**src/rtl/f3m_pkg.sv**
```systemverilog
// rtl/f3m_pkg.sv - shared constants, mode codes and FSM states for the GF(3^M) scalar MAC
package f3m_pkg;
    localparam int M = 97;

    localparam logic [1:0] T0 = 2'b00;
    localparam logic [1:0] T1 = 2'b01;
    localparam logic [1:0] T2 = 2'b10;

    typedef enum logic [1:0] {
        MODE_SCALE = 2'd0,
        MODE_ADD   = 2'd1,
        MODE_SUB   = 2'd2,
        MODE_NEG   = 2'd3
    } mode_t;

    typedef enum logic [1:0] {
        IDLE = 2'd0,
        RUN  = 2'd1,
        DONE = 2'd2
    } state_t;
endpackage

```
**src/rtl/f3_mac_trit.sv**
```systemverilog
// rtl/f3_mac_trit.sv - combinational single-trit r = b +/- k*a over GF(3)
module f3_mac_trit
    import f3m_pkg::*;
(
    input  logic [1:0] a,
    input  logic [1:0] b,
    input  logic [1:0] k,
    input  logic       neg,
    input  logic       noadd,
    output logic [1:0] r
);
    // The unused code 11 is folded to zero on every input.
    function automatic logic [1:0] norm(input logic [1:0] t);
        return (t == 2'b11) ? T0 : t;
    endfunction

    logic [1:0] an, bn, kn, p, pn;
    logic [2:0] s, sm;

    always_comb begin
        an = norm(a);
        bn = norm(b);
        kn = norm(k);
        if (kn == T0 || an == T0) p = T0;
        else if (kn == an)        p = T1;
        else                      p = T2;
        if (neg) pn = (p == T0) ? T0 : ((p == T1) ? T2 : T1);
        else     pn = p;
        s  = {1'b0, bn} + {1'b0, pn};
        sm = s - 3'd3;
        if (noadd)          r = pn;
        else if (s > 3'd2)  r = sm[1:0];
        else                r = s[1:0];
    end
endmodule

```
**src/rtl/f3m_scalar_mac.sv**
```systemverilog
// rtl/f3m_scalar_mac.sv - digit-serial GF(3^M) c = b + s*(k*a) with start/done handshake
module f3m_scalar_mac #(
    parameter int M = f3m_pkg::M,
    parameter int D = 8
) (
    input  logic           clk,
    input  logic           reset,
    input  logic           start,
    input  logic [2*M-1:0] a,
    input  logic [2*M-1:0] b,
    input  logic [1:0]     k,
    input  logic [1:0]     mode,
    output logic           busy,
    output logic           done,
    output logic [2*M-1:0] c
);
    import f3m_pkg::*;

    localparam int NCYC = (M + D - 1) / D;
    localparam int CW   = $clog2(NCYC + 1);
    localparam logic [CW-1:0] LAST = CW'(NCYC - 1);

    state_t         state;
    mode_t          mode_q;
    logic [2*M-1:0] a_q, b_q, res;
    logic [1:0]     k_q;
    logic [CW-1:0]  cnt;
    logic [2*D-1:0] r_dig;
    logic           neg, noadd, accept;

    assign neg    = (mode_q == MODE_SUB)   || (mode_q == MODE_NEG);
    assign noadd  = (mode_q == MODE_SCALE) || (mode_q == MODE_NEG);
    // DONE counts as idle for acceptance so operations can run back to back.
    assign accept = start && (state == IDLE || state == DONE);

    for (genvar j = 0; j < D; j++) begin : g_lane
        int         idx;
        logic [1:0] a_t, b_t, r_t;
        assign idx = int'(cnt) * D + j;
        assign a_t = (idx < M) ? a_q[2*idx +: 2] : T0;
        assign b_t = (idx < M) ? b_q[2*idx +: 2] : T0;
        f3_mac_trit u_trit (
            .a     (a_t),
            .b     (b_t),
            .k     (k_q),
            .neg   (neg),
            .noadd (noadd),
            .r     (r_t)
        );
        assign r_dig[2*j +: 2] = r_t;
    end

    always_ff @(posedge clk or posedge reset) begin
        if (reset) begin
            state  <= IDLE;
            busy   <= 1'b0;
            done   <= 1'b0;
            c      <= '0;
            cnt    <= '0;
            a_q    <= '0;
            b_q    <= '0;
            k_q    <= '0;
            mode_q <= MODE_SCALE;
            res    <= '0;
        end else begin
            done <= 1'b0;
            case (state)
                IDLE: ;
                RUN: begin
                    // Lanes past the last trit of a partial final digit are dropped.
                    for (int j = 0; j < D; j++) begin
                        if (int'(cnt) * D + j < M)
                            res[2*(int'(cnt) * D + j) +: 2] <= r_dig[2*j +: 2];
                    end
                    cnt <= cnt + CW'(1);
                    if (cnt == LAST) begin
                        busy  <= 1'b0;
                        state <= DONE;
                    end
                end
                DONE: begin
                    c     <= res;
                    done  <= 1'b1;
                    state <= IDLE;
                end
                default: state <= IDLE;
            endcase
            if (accept) begin
                a_q    <= a;
                b_q    <= b;
                k_q    <= k;
                mode_q <= mode_t'(mode);
                cnt    <= '0;
                busy   <= 1'b1;
                state  <= RUN;
            end
        end
    end
endmodule

```
**config.mk**
```make
export PLATFORM = sky130hd
export DESIGN_NAME = f3m_scalar_mac
export DESIGN_NICKNAME = d
export VERILOG_FILES = /design/src/rtl/f3m_pkg.sv /design/src/rtl/f3_mac_trit.sv /design/src/rtl/f3m_scalar_mac.sv
export SDC_FILE = /design/constraint.sdc
export NUM_CORES = 2
export LEC_CHECK = 0
export ABC_AREA = 1
export BUFFER_PORTS_ARGS = -buffer_cell sky130_fd_sc_hd__clkbuf_2
export CORE_ASPECT_RATIO = 0.7
export CORE_MARGIN = 2
export CORE_UTILIZATION = 57
export DETAILED_ROUTE_END_ITERATION = 10
export GPL_TIMING_DRIVEN = 1
export PLACE_DENSITY = 0.81
export SYNTH_ARGS = -nofsm -noshare
export SYNTH_HDL_FRONTEND = slang
export SYNTH_HIERARCHICAL = 1
export SYNTH_SLANG_ARGS = --single-unit
```
**constraint.sdc**
```tcl
create_clock -name clk -period 26.2 [get_ports clk]
set_input_delay 1.31 -clock clk [delete_from_list [all_inputs] [get_ports clk]]
set_output_delay 1.31 -clock clk [all_outputs]
set_load 0.005 [all_outputs]
```
==> flow_metrics.env <==
export IMPL_status="finished, violations left"
export IMPL_violations="design-rule violations"
export IMPL_crit_fanout=97
export IMPL_reg2reg_slack_ns=19.87
export IMPL_grt_antenna_before_repair=8
export IMPL_setup_violations=0
export IMPL_yosysSeqAreaShare_pct=55.3
export IMPL_final_nets=5345
export IMPL_num_vias=31700
export IMPL_syn_to_final_growth_pct=16.0
export IMPL_cp_required_ns=26.73
export IMPL_grt_pass1_wl_mm=170
export IMPL_syn_area_um2=35700
export IMPL_synth_area_per_cell_um2=8.07
export IMPL_hold_start="c[24]"
export IMPL_die_w_um=303
export IMPL_ctsHoldBuffers=0
export IMPL_post_cts_buffers=0
export IMPL_hold_end="c[24]"
export IMPL_ant_nets=0
export IMPL_tns_ns=0
export IMPL_routedWlPerCell_um=19.3
export IMPL_cts_max_path_buffers=3
export IMPL_die_area_um2=64600
export IMPL_post_dp_hpwl_mm=77.6
export IMPL_syn_inst=4419
export IMPL_worstMarginPinSlew_ns=1.20
export IMPL_holdPathStages=2
export IMPL_vias_per_cell=5.50
export IMPL_synth_distinct_cells=32
export IMPL_power_frac_comb_pct=47.7
export IMPL_drc=34
export IMPL_p_sw_mw=2.61
export IMPL_max_stage_delay_ns=0.86
export IMPL_period_share_pct=24.2
export IMPL_path_common_cell="nand2_1"
export IMPL_routed_wirelength_mm=111
export IMPL_power_mw=5.62
export IMPL_ff2ff_path_depth=26
export IMPL_grt_pass1_vias=30000
export IMPL_endpoint_kind="flop"
export IMPL_cts_buffers=74
export IMPL_h_tree_depth=3
export IMPL_cp_arrival_ns=6.87
export IMPL_numPortBuffers=590
export IMPL_syn_nets=4882
export IMPL_max_freq_mhz=158
export IMPL_path_clk_slew_ns=0.06
export IMPL_dr_pass1_iters=9
export IMPL_gp_congestion=0.933
export IMPL_numClockSinks=788
export IMPL_dieHeight_um=213
export IMPL_ir_drop_uv=117
export IMPL_slowest_stage="buf_4"
export IMPL_synth_seq_cells=788
export IMPL_skew_ns=0.0251
export IMPL_num_fill_cells=5001
export IMPL_hold_violations=0
export IMPL_io_pins=591
export IMPL_power_leakage_nw=22.1
export IMPL_initial_utilization_pct=57.8
export IMPL_cts_root_buf="clkbuf_16"
export IMPL_layout_drive_gt1_share_pct=15.8
export IMPL_cts_tree="built"
export IMPL_maxCapViolations=0
export IMPL_drv_slew=0
export IMPL_hold_path_class="flop to flop"
export IMPL_worstSetupPathType="flop to flop"
export IMPL_critPathLaunchType="flop"
export IMPL_grt_overflow=0
export IMPL_switching_share_pct=46.5
export IMPL_drtIter0Drc=3970
export IMPL_rsz0062_at_grt="no"
export IMPL_seqPwrFrac_pct=33.0
export IMPL_layout_min_cycle_time_ns=6.33
export IMPL_grt_max_degree=178
export IMPL_std_cell_rows=76
export IMPL_ys_warnings_count=6
export IMPL_relSlewSlack_pct=19.6
export IMPL_insertion_delay_ns=0.64
export IMPL_grt_usage_pct=34.7
export IMPL_core_area_um2=61700
export IMPL_cts_resized=0
export IMPL_r2r_start="cnt[0]"
export IMPL_clockPowerShare_pct=19.4
export IMPL_powerDensity_nw_per_um2=136
export IMPL_p_int_mw=3.01
export IMPL_rr_endpoint="res[180]"
## how the worst max path moves through the flow
| stage | start | endpoint | slack, ns | cells after the start |
|---|---|---|---|---|
| after CTS | cnt[0] | res[180] | 20.05 | 26 |
| after floorplan | reset | a_q[0] | 2.76 | 1 |
| after detailed placement | cnt[0] | res[180] | 20.13 | 26 |
| final | cnt[0] | res[180] | 19.87 | 26 |
| after global routing | cnt[0] | res[180] | 19.55 | 26 |
| after global placement | cnt[0] | res[21] | 20.27 | 24 |
## critical path, delay by kind of cell, from the launching register on
kind                       cells  cell delay [ns]
adders and majority gates      4             1.14
AOI/OAI and AO/OA              2             0.46
DFF                            1             0.55
buffers and inverters          6             1.84
and+or+nand+nor               14             2.15
## power groups by stage
stage | clock network [mW] | logic [mW] | registers, mW
3_3_place_gp | 0 | 2.48 | 1.85
4_1_cts | 1.09 | 2.61 | 1.85
5_1_grt | 1.14 | 2.99 | 1.90
3_5_place_dp | 0 | 2.59 | 1.86
6_report | 1.09 | 2.68 | 1.85
2_1_floorplan | 0 | 1.77 | 1.80
## layout by cell type, fill, tap and decap left out, drive strengths merged, types with 51 or more instances in the layout
| cell | netlist | routed |
|---|---|---|
| o21ai | 546 | 546 |
| inv | 446 | 447 |
| o211ai | 62 | 62 |
| nor2 | 127 | 127 |
| a21oi | 51 | 51 |
| clkbuf | 121 | 698 |
| ha | 60 | 60 |
| dfrtp | 788 | 788 |
| nand3 | 174 | 174 |
| nand2 | 1854 | 1854 |
## synth_stat cells (all sizes together)
cell type / instances / area (µm²)
and2: 8 / 50.1
clkbuf: 121 / 455
nand2: 1854 / 6960
a21oi: 51 / 255
nor2: 127 / 594
o21ai: 546 / 2730
o22ai: 2 / 12.5
nor4: 1 / 6.26
o211ai: 62 / 465
a31oi: 1 / 6.26
a22oi: 6 / 45.0
nor3: 23 / 131
or2: 1 / 6.26
nand3: 174 / 891
inv: 446 / 1680
fa: 8 / 160
dfrtp: 788 / 19700
ha: 60 / 751
buf: 111 / 554
nand4: 29 / 181
## cell families after synthesis
logic type	Yosys count	share of synthesized area (%)
simple gates	2217	24.7
flops	788	55.3
buf+inv	678	7.53
fa+ha+maj	68	2.55
compound gates	668	9.86
## registers in the layout (all words and copies together), names as in the netlist, 2 cells and up
signal / flops
k_q: 2
cnt: 4
c: 194
state: 2
mode_q: 2
res: 194
a_q: 194
b_q: 194
## layer usage
layer  part of all wire [%]  global-route usage (%)  up-vias
li1                       -                       -    14700
met1                     41                    48.2    15100
met2                     43                    50.0     1548
met3                     12                    11.3      304
met4                    4.9                    15.5        2
met5                  0.012                       0        -
## final cells by class
class                      instances  area [µm²]  area share (%)
sequential                       788       19700            47.7
tap                              819        1020            2.48
multi-input combinational       2953       13300            32.1
clock buffer                     108        2240            5.43
timing repair buffer             619        3210            7.76
antenna                            7        17.5          0.0423
clock inverter                    19         169           0.408
inverter                         446        1700            4.10
## metrics by stage
stage               worst slack, ns  instance area (µm²)  hold WS, ns  utilization, %  std cells
floorplan                      2.76                35700        0.442               -       4419
CTS                           20.05                41300        0.472            67.0       5752
global placement              20.27                38900        0.454            63.1       5625
finish                        19.87                41400        0.468            67.0       5759
detailed placement            20.13                38900        0.457            63.1       5625
global route                  19.55                41400        0.489            67.0       5758
Power figures use the tool's default switching activity.
